`src/rtl/pulse_gen_pkg.sv`:
```
// Shared pulse_gen definitions: packer states and host command codes.
// Imported by cmd_packer and by pulse_gen.
package pulse_gen_pkg;

  typedef enum logic [2:0] {
    S_B3       = 3'd0,
    S_B2       = 3'd1,
    S_B1       = 3'd2,
    S_B0       = 3'd3,
    S_DISPATCH = 3'd4
  } state_t;

  localparam logic [7:0] CMD_INSTR_MAX = 8'd6;
  localparam logic [7:0] CMD_PULSE_DEF = 8'd7;

  function automatic logic is_instr_cmd(
    input logic [7:0] c
  );
    return c <= CMD_INSTR_MAX;
  endfunction

endpackage

```
`src/rtl/cmd_packer.sv`:
```
// Packs host bytes into big-endian 32-bit words and routes them
// to the instruction or pulse FIFO by command byte.
module cmd_packer
  import pulse_gen_pkg::*;
#(
  parameter logic [23:0] TIMEOUT_CYCLES = 24'd1000000,
  parameter logic [7:0]  CMD_PULSE_DATA = CMD_PULSE_DEF
) (
  input  logic        clk,
  input  logic        rst,
  input  logic [7:0]  s_axis_tdata,
  input  logic        s_axis_tvalid,
  output logic        s_axis_tready,
  output logic        instr_fifo_wr,
  output logic [31:0] instr_fifo_wdata,
  input  logic        instr_fifo_full,
  output logic        pulse_fifo_wr,
  output logic [31:0] pulse_fifo_wdata,
  input  logic        pulse_fifo_full,
  output logic [15:0] drop_count,
  output logic [7:0]  state_out
);

  state_t      state_q;
  state_t      state_d;
  logic        rdy_q;
  logic [31:0] word_q;
  logic [23:0] idle_q;

  logic        accept;
  logic        in_word;
  logic        timeout;
  logic [7:0]  cmd;
  logic        is_pulse;
  logic        is_instr;
  logic        do_instr;
  logic        do_pulse;
  logic        do_drop;

  // rdy_q keeps tready low until the first edge after reset release
  assign s_axis_tready = rdy_q && (state_q != S_DISPATCH);
  assign accept   = s_axis_tvalid && s_axis_tready;
  assign in_word  = (state_q == S_B2) || (state_q == S_B1)
                 || (state_q == S_B0);
  assign timeout  = in_word && !accept
                 && (idle_q == TIMEOUT_CYCLES - 24'd1);
  assign cmd      = word_q[31:24];
  assign is_pulse = (cmd == CMD_PULSE_DATA);
  assign is_instr = is_instr_cmd(cmd) && !is_pulse;
  assign state_out = {5'd0, state_q};

  always_ff @(posedge clk or negedge rst) begin
    if (!rst) begin
      state_q <= S_B3;
    end else begin
      state_q <= state_d;
    end
  end

  always_comb begin
    state_d  = state_q;
    do_instr = 1'b0;
    do_pulse = 1'b0;
    do_drop  = 1'b0;
    unique case (state_q)
      S_B3: if (accept) state_d = S_B2;
      S_B2, S_B1, S_B0: begin
        if (accept) begin
          unique case (state_q)
            S_B2:    state_d = S_B1;
            S_B1:    state_d = S_B0;
            default: state_d = S_DISPATCH;
          endcase
        end else if (timeout) begin
          state_d = S_B3;
          do_drop = 1'b1;
        end
      end
      S_DISPATCH: begin
        unique case (1'b1)
          is_pulse: begin
            if (!pulse_fifo_full) begin
              do_pulse = 1'b1;
              state_d  = S_B3;
            end
          end
          is_instr: begin
            if (!instr_fifo_full) begin
              do_instr = 1'b1;
              state_d  = S_B3;
            end
          end
          default: begin
            do_drop = 1'b1;
            state_d = S_B3;
          end
        endcase
      end
      default: state_d = S_B3;
    endcase
  end

  always_ff @(posedge clk or negedge rst) begin
    if (!rst) begin
      rdy_q            <= 1'b0;
      word_q           <= '0;
      idle_q           <= '0;
      instr_fifo_wr    <= 1'b0;
      instr_fifo_wdata <= '0;
      pulse_fifo_wr    <= 1'b0;
      pulse_fifo_wdata <= '0;
      drop_count       <= '0;
    end else begin
      rdy_q         <= 1'b1;
      instr_fifo_wr <= do_instr;
      pulse_fifo_wr <= do_pulse;
      if (accept) begin
        word_q <= {word_q[23:0], s_axis_tdata};
      end
      if (accept || !in_word || timeout) begin
        idle_q <= '0;
      end else begin
        idle_q <= idle_q + 24'd1;
      end
      if (do_instr) begin
        instr_fifo_wdata <= word_q;
      end
      if (do_pulse) begin
        pulse_fifo_wdata <= word_q;
      end
      if (do_drop && (drop_count != 16'hFFFF)) begin
        drop_count <= drop_count + 16'd1;
      end
    end
  end

endmodule

```
`config.mk`:
```
export PLATFORM = sky130hd
export DESIGN_NAME = cmd_packer
export DESIGN_NICKNAME = d
export VERILOG_FILES = /design/src/rtl/pulse_gen_pkg.sv /design/src/rtl/cmd_packer.sv
export SDC_FILE = /design/constraint.sdc
export NUM_CORES = 1
export LEC_CHECK = 0
export ABC_AREA = 1
export CORE_MARGIN = 5
export CORE_UTILIZATION = 25
export DETAILED_ROUTE_END_ITERATION = 10
export SYNTH_ARGS = -nofsm -noshare
export SYNTH_HDL_FRONTEND = slang
export SYNTH_SLANG_ARGS = --single-unit
```
`constraint.sdc`:
```
create_clock -name clk -period 1.7 [get_ports clk]
set_input_delay 0.34 -clock clk [delete_from_list [all_inputs] [get_ports clk]]
set_output_delay 0.34 -clock clk [all_outputs]
set_load 0.02 [all_outputs]
```
==> results.yml, run 1 <==
floorplan:
  die-area_um2: 28500
  start_util_pct: 25.2
  ios: 104
  die_h_um: 169
  die_width_um: 169
  fp.coreArea_um2: 25000
  rows: 58
critical_path:
  cp_max_fo: 1
  path_delay_family: "buffers and inverters"
  required_ns: 1.36
  reg2reg_depth: 8
  timing.rr.start: "state_q[0]"
  worstSetupStartpointType: "register"
  cp_num_buf_inv: 1
  ff2ff_setup_slack_ns: 0.11
  cp_slowest_cell: "clkdlybuf4s50_1"
  crit_chain: "clkdlybuf4s50_1"
  cp_data_arrival_time_ns: 1.33
  cp-end-kind: "primary output"
  cpPeakStageDelay_ns: 0.59
  reg2reg_to: "pulse_fifo_wdata[23]"
  worst-setup-path-type: "register to primary output"
cells_and_area:
  diodes: 0
  fillers: 2650
  final_core_util_pct: 34.2
  area_delta_synth_final_pct: 35.4
  fin_area_um2: 8550
  fin_nets: 897
  drive_gt1_share_pct: 13.4
  fin_cells: 1225
sta:
  fin_setup_tns_ns: 0
  worst_slack_ns: 0.0333
  finalCritPeriodShare_pct: 98.0
  max_freq_ghz: 0.600
  finClkSkew_ns: 0.00794
  post-route-min-period_ns: 1.67
  setup_viol: 0
  finalHoldViolations: 0
  drv_slew: 0
routing:
  vias: 5138
  avgRoutedWirePerCell_um: 13.3
  routed_wl_um: 16200
  first_iter_violations: 260
  vias_per_cell: 4.19
  dr.pass1.iters: 4
  drc_errors: 0
  drtAntennaViolNets: 0
clock_tree:
  cts_buffer_depth: 2
  cts_buffers: 17
  h-tree-depth: 4
  cts_tree: "built"
  clkTransAtPathRegs_ns: 0.06
  insertion_delay_ns: 0.42
  clockRootBuffer: "clkbuf_16"
  cts_sinks: 142
synth:
  synthCells: 741
  yosys_most_used_dff: "dfrtp_1"
  synth_cell_type_count: 35
  synthTopCellsByCount: "nand2_1, dfrtp_1, inv_1"
  avgSynthCellArea_um2: 8.52
  ys_ff_latch: 142
  synth_edf_count: 0
  synth.cell_area_um2: 6310
  yosys-top-cells-area: "dfrtp_1, nand2_1, inv_1"
  async_reset_ff_share_pct: 100
  synth_top_cell_area_share_pct: 56.3
  yosysMostFrequentCell: "nand2_1"
  yosys.area.top_type: "dfrtp_1"
  ys_warn_count: 0
  yosysSeqAreaShare_pct: 56.3
placed_design:
  placed_cells: 1188
  dp_slack_ns: -0.228
  place_hpwl_um: 11600
  portBuffers: 98
  routabilityCongestion: 0.816
  place_area_um2: 7950
pwr:
  power.density_nw_per_um2: 1200
  leakage_uw: 0.00425
  irDropWorstVdd_mv: 0.594
global_routing:
  antenna_found_initial: 1
  grt_first_pass_wirelength_um: 26400
  grt_max_degree: 49
  gr-total-overflow: 0
  grt_pass1_vias: 5060
  grt_usage_pct: 11.5
status:
  outcome: "complete, no violations"
min_path:
  hold_class: "input pin to async pin"
run:
  drv_cap: 0
==> cells by family (layout without fill, tap and decap cells) <==
family                   after synthesis  after routing  share of synthesized area [%]
other                                  2              6                          0.119
buffers and inverters                109            259                           7.69
AO/OA/AOI/OAI                         95             95                           8.32
AND/OR/NAND/NOR                      377            377                           25.3
adder cells (fa/ha/maj)                2              2                          0.396
XOR/XNOR                              14             14                           1.94
flip-flops                           142            142                           56.3
==> layer usage <==
layer	GRT usage [%]	wire (um)	vias up
li1	-	-	2616
met1	14.3	7370	2413
met2	19.1	7750	93
met3	4.20	975	14
met4	2.96	132	2
met5	0	13	-
==> placed cells by master, fill, tap and decap left out, types with 3 or more instances in the layout <==
| cell | instances |
|---|---|
| buf_12 | 7 |
| a21oi_1 | 5 |
| clkinv_4 | 4 |
| clkdlybuf4s50_1 | 12 |
| nand2_1 | 216 |
| nor2_1 | 70 |
| clkbuf_16 | 18 |
| nand2_2 | 6 |
| inv_1 | 80 |
| xnor2_1 | 4 |
| o21ai_0 | 43 |
| o21ai_1 | 34 |
| buf_6 | 5 |
| nor2_2 | 3 |
| nand4_1 | 6 |
| nor3_1 | 19 |
| nor2_4 | 4 |
| o21ai_2 | 9 |
| nand3_1 | 39 |
| conb_1 | 6 |
| buf_4 | 34 |
| dlygate4sd2_1 | 82 |
| xor2_1 | 10 |
| or2_2 | 4 |
| inv_6 | 5 |
| dfrtp_1 | 140 |
==> report_power, final <==
group | internal [uW] | switching [uW] | total, uW
Combinational | 908 | 1410 | 2320
Sequential | 3890 | 308 | 4200
Clock | 2100 | 1600 | 3700
Total | 6900 | 3320 | 10200
==> flip-flops by register name, summed over array words and instances, names as in the netlist <==
| signal | count |
|---|---|
| instr_fifo_wdata | 32 |
| pulse_fifo_wdata | 32 |
| word_q | 32 |
| idle_q | 24 |
| drop_count | 16 |
| state_q | 3 |
| instr_fifo_wr | 1 |
| pulse_fifo_wr | 1 |
| rdy_q | 1 |
==> worst max-delay path by stage <==
stage	start	endpoint	slack, ns	depth (start not counted)
after floorplan	state_q[1]	instr_fifo_wdata[23]	0.05	9
after global placement	s_axis_tvalid	drop_count[9]	-0.17	7
after global routing	idle_q[0]	idle_q[22]	-0.02	11
after detailed placement	s_axis_tvalid	drop_count[2]	-0.23	7
final	instr_fifo_wr	instr_fifo_wr	0.03	1
after CTS	state_q[1]	s_axis_tready	-0.07	6
==> what timing repair did <==
item                                    CTS  global route
hold buffers                              1             0
buffers inserted                          0             4
endpoints found under the setup margin   85            78
pin swaps                                 0             4
endpoints found under the hold margin    37             0
gates cloned                              0             1
gates resized for setup                  86            24
==> area by class of cell <==
| type | count | area (um2) | share of cell area, % |
|---|---|---|---|
| Clock buffer | 18 | 439 | 5.14 |
| Inverter | 83 | 312 | 3.64 |
| Clock inverter | 14 | 146 | 1.71 |
| Tap cell | 330 | 413 | 4.83 |
| Timing Repair Buffer | 144 | 1340 | 15.7 |
| Sequential cell | 142 | 3560 | 41.6 |
| Multi-Input combinational cell | 494 | 2350 | 27.4 |
==> metrics by stage <==
stage,hold slack (ns),power [uW]
global route,0.425,10800
detailed placement,0.289,6790
floorplan,0.0444,5450
CTS,0.393,10300
global placement,0.289,6760
finish,0.393,10200
Note: power is estimated with default switching activity, not from simulation.
==> run 2: changes to the inputs <==
--- a/config.mk
+++ b/config.mk
@@ -6,7 +6,6 @@
 export NUM_CORES = 1
 export LEC_CHECK = 0
 export ABC_AREA = 1
-export CORE_MARGIN = 5
 export CORE_UTILIZATION = 25
 export DETAILED_ROUTE_END_ITERATION = 10
 export SYNTH_ARGS = -nofsm -noshare
==> constraint.sdc (replaced) <==
create_clock -name clk -period 1.7 [get_ports clk]
set_input_delay 0.34 -clock clk [delete_from_list [all_inputs] [get_ports clk]]
set_output_delay 0.34 -clock clk [all_outputs]
set_load 0.005 [all_outputs]
==> results.yml, run 2 (synthesized netlist as in run 1, its figures left out) <==
global_routing:
  gr-total-overflow: 0
  grt_max_degree: 56
  antenna_found_initial: 1
  grt_first_pass_wirelength_um: 26200
  grt_usage_pct: 12.8
  grt_pass1_vias: 5000
pwr:
  p_seq_share_pct: 42.2
  power.density_nw_per_um2: 1130
  p_sw_share_pct: 29.7
  switchingPower_uw: 2940
  irDropWorstVdd_mv: 0.670
  leakage_uw: 0.00428
  comb_power_share_pct: 21.3
  p_int_uw: 6960
  p_clk_share_pct: 36.5
routing:
  drc_errors: 0
  vias: 5211
  avgRoutedWirePerCell_um: 13.1
  vias_per_cell: 4.24
  first_iter_violations: 228
  dr.pass1.iters: 5
  routed_wl_um: 16100
  drtAntennaViolNets: 0
run:
  drv_cap: 0
critical_path:
  cp_slowest_cell: "clkdlybuf4s50_1"
  reg2reg_to: "drop_count[10]"
  timing.rr.start: "state_q[2]"
  cp-end-kind: "primary output"
  crit_chain: "clkdlybuf4s50_1"
  path_delay_family: "buffers and inverters"
  cpPeakStageDelay_ns: 0.52
  cp_data_arrival_time_ns: 1.30
  worst-setup-path-type: "register to primary output"
  worstSetupStartpointType: "register"
  reg2reg_depth: 8
  ff2ff_setup_slack_ns: 0.10
  required_ns: 1.36
  cp_num_buf_inv: 1
  cp_max_fo: 2
sta:
  finalCritPeriodShare_pct: 96.6
  setup_viol: 0
  post-route-min-period_ns: 1.64
  whs_ns: 0.383
  rsz0062_at_grt: "true"
  finalHoldViolations: 0
  drv_slew: 0
  max_freq_ghz: 0.609
  finClkSkew_ns: 0.0120
clock_tree:
  h-tree-depth: 4
  clockRootBuffer: "clkbuf_16"
  clkTransAtPathRegs_ns: 0.06
  cts_buffers: 17
  cts_sinks: 142
  cts_buffer_depth: 2
  insertion_delay_ns: 0.42
  cts_tree: "built"
cells_and_area:
  fin_area_um2: 8730
  area_delta_synth_final_pct: 38.3
  layout_common_cells: "nand2_1, dfrtp_1, inv_1, clkdlybuf4s50_1, nor2_1"
  fin_nets: 906
  diodes: 0
  drive_gt1_share_pct: 14.4
  fillers: 2531
  fin_cells: 1228
  final_common_cell: "nand2_1"
  top_regs: "instr_fifo_wdata (32), pulse_fifo_wdata (32), word_q (32)"
floorplan:
  start_util_pct: 25.7
  fp.coreArea_um2: 24500
  die_width_um: 161
  die_h_um: 161
  die-area_um2: 25900
  ios: 104
  rows: 57
min_path:
  hold_class: "input pin to async pin"
placed_design:
  place_hpwl_um: 11200
  routabilityCongestion: 0.846
  placed_cells: 1178
  place_area_um2: 7900
  portBuffers: 98
status:
  outcome: "complete, no violations"
[run 2: cell count changes in the layout (fill, tap and decap cells not counted), sizes merged]
| cell | before | now |
|---|---|---|
| buf | 46 | 55 |
| bufinv | 1 | 0 |
| clkdlybuf4s15 | 1 | 0 |
| clkdlybuf4s50 | 12 | 74 |
| clkinvlp | 2 | 1 |
| dlygate4sd2 | 82 | 8 |
| dlymetal6s2s | 0 | 14 |
| inv | 89 | 90 |
[run 2: final cells by class]
| type | instances | area, um2 | share of cell area, % |
|---|---|---|---|
| tap | 324 | 405 | 4.64 |
| clock buffer | 19 | 453 | 5.19 |
| timing repair buffer | 153 | 1530 | 17.5 |
| multi-input combinational | 494 | 2350 | 26.9 |
| clock inverter | 13 | 118 | 1.35 |
| inverter | 83 | 314 | 3.60 |
| sequential | 142 | 3560 | 40.8 |
[run 2: how the worst max path moves through the flow]
stage,cells past startpoint,startpoint,end
2_1_floorplan,11,idle_q[0],drop_count[10]
3_3_place_gp,7,s_axis_tvalid,drop_count[9]
3_5_place_dp,7,s_axis_tvalid,drop_count[10]
4_1_cts,5,state_q[0],s_axis_tready
5_1_grt,10,idle_q[0],idle_q[20]
6_report,1,drop_count[6],drop_count[6]
[run 2: metrics by stage]
stage	power (uW)	util, %	TNS (ns)	worst slack [ns]
3_3_place_gp	6290	32.2	-3.32	-0.192
5_1_grt	10500	35.6	-0.0949	-0.0502
2_1_floorplan	5060	-	0	0.0762
4_1_cts	9990	34.9	-0.409	-0.114
6_report	9900	35.6	0	0.0582
3_5_place_dp	6310	32.2	-4.55	-0.243
[run 2: layer usage]
metal | vias to the layer above | global-route usage (%) | wire, um
met2 | 113 | 20.4 | 7760
li1 | 2623 | - | -
met1 | 2463 | 16.3 | 7200
met4 | 2 | 2.66 | 84
met5 | - | 0 | 13
met3 | 10 | 5.01 | 1060
[run 2: worst register-to-register path, stage by stage (launching register included)]
cell and delay [ns]:
dfrtp_1 0.40, buf_4 0.15, buf_4 0.13, a211oi_4 0.26, nand3_2 0.15, nand2_4 0.14, buf_12 0.15, nand3_1 0.08
nand2_1 0.08
[run 2: power groups by stage]
stage | clock network, uW | logic, uW | registers, uW
after global routing | 3870 | 2370 | 4230
after detailed placement | 0 | 2080 | 4230
after floorplan | 0 | 797 | 4260
after CTS | 3720 | 2090 | 4180
after global placement | 0 | 2070 | 4220
final | 3610 | 2110 | 4180
[run 2: timing repair]
item,in CTS,in global routing
endpoints found under the hold margin,34,0
buffers inserted,10,6
endpoints found under the setup margin,16,75
hold buffers,1,0
cloned,0,1
pin swaps,1,2
gates resized for setup,16,36
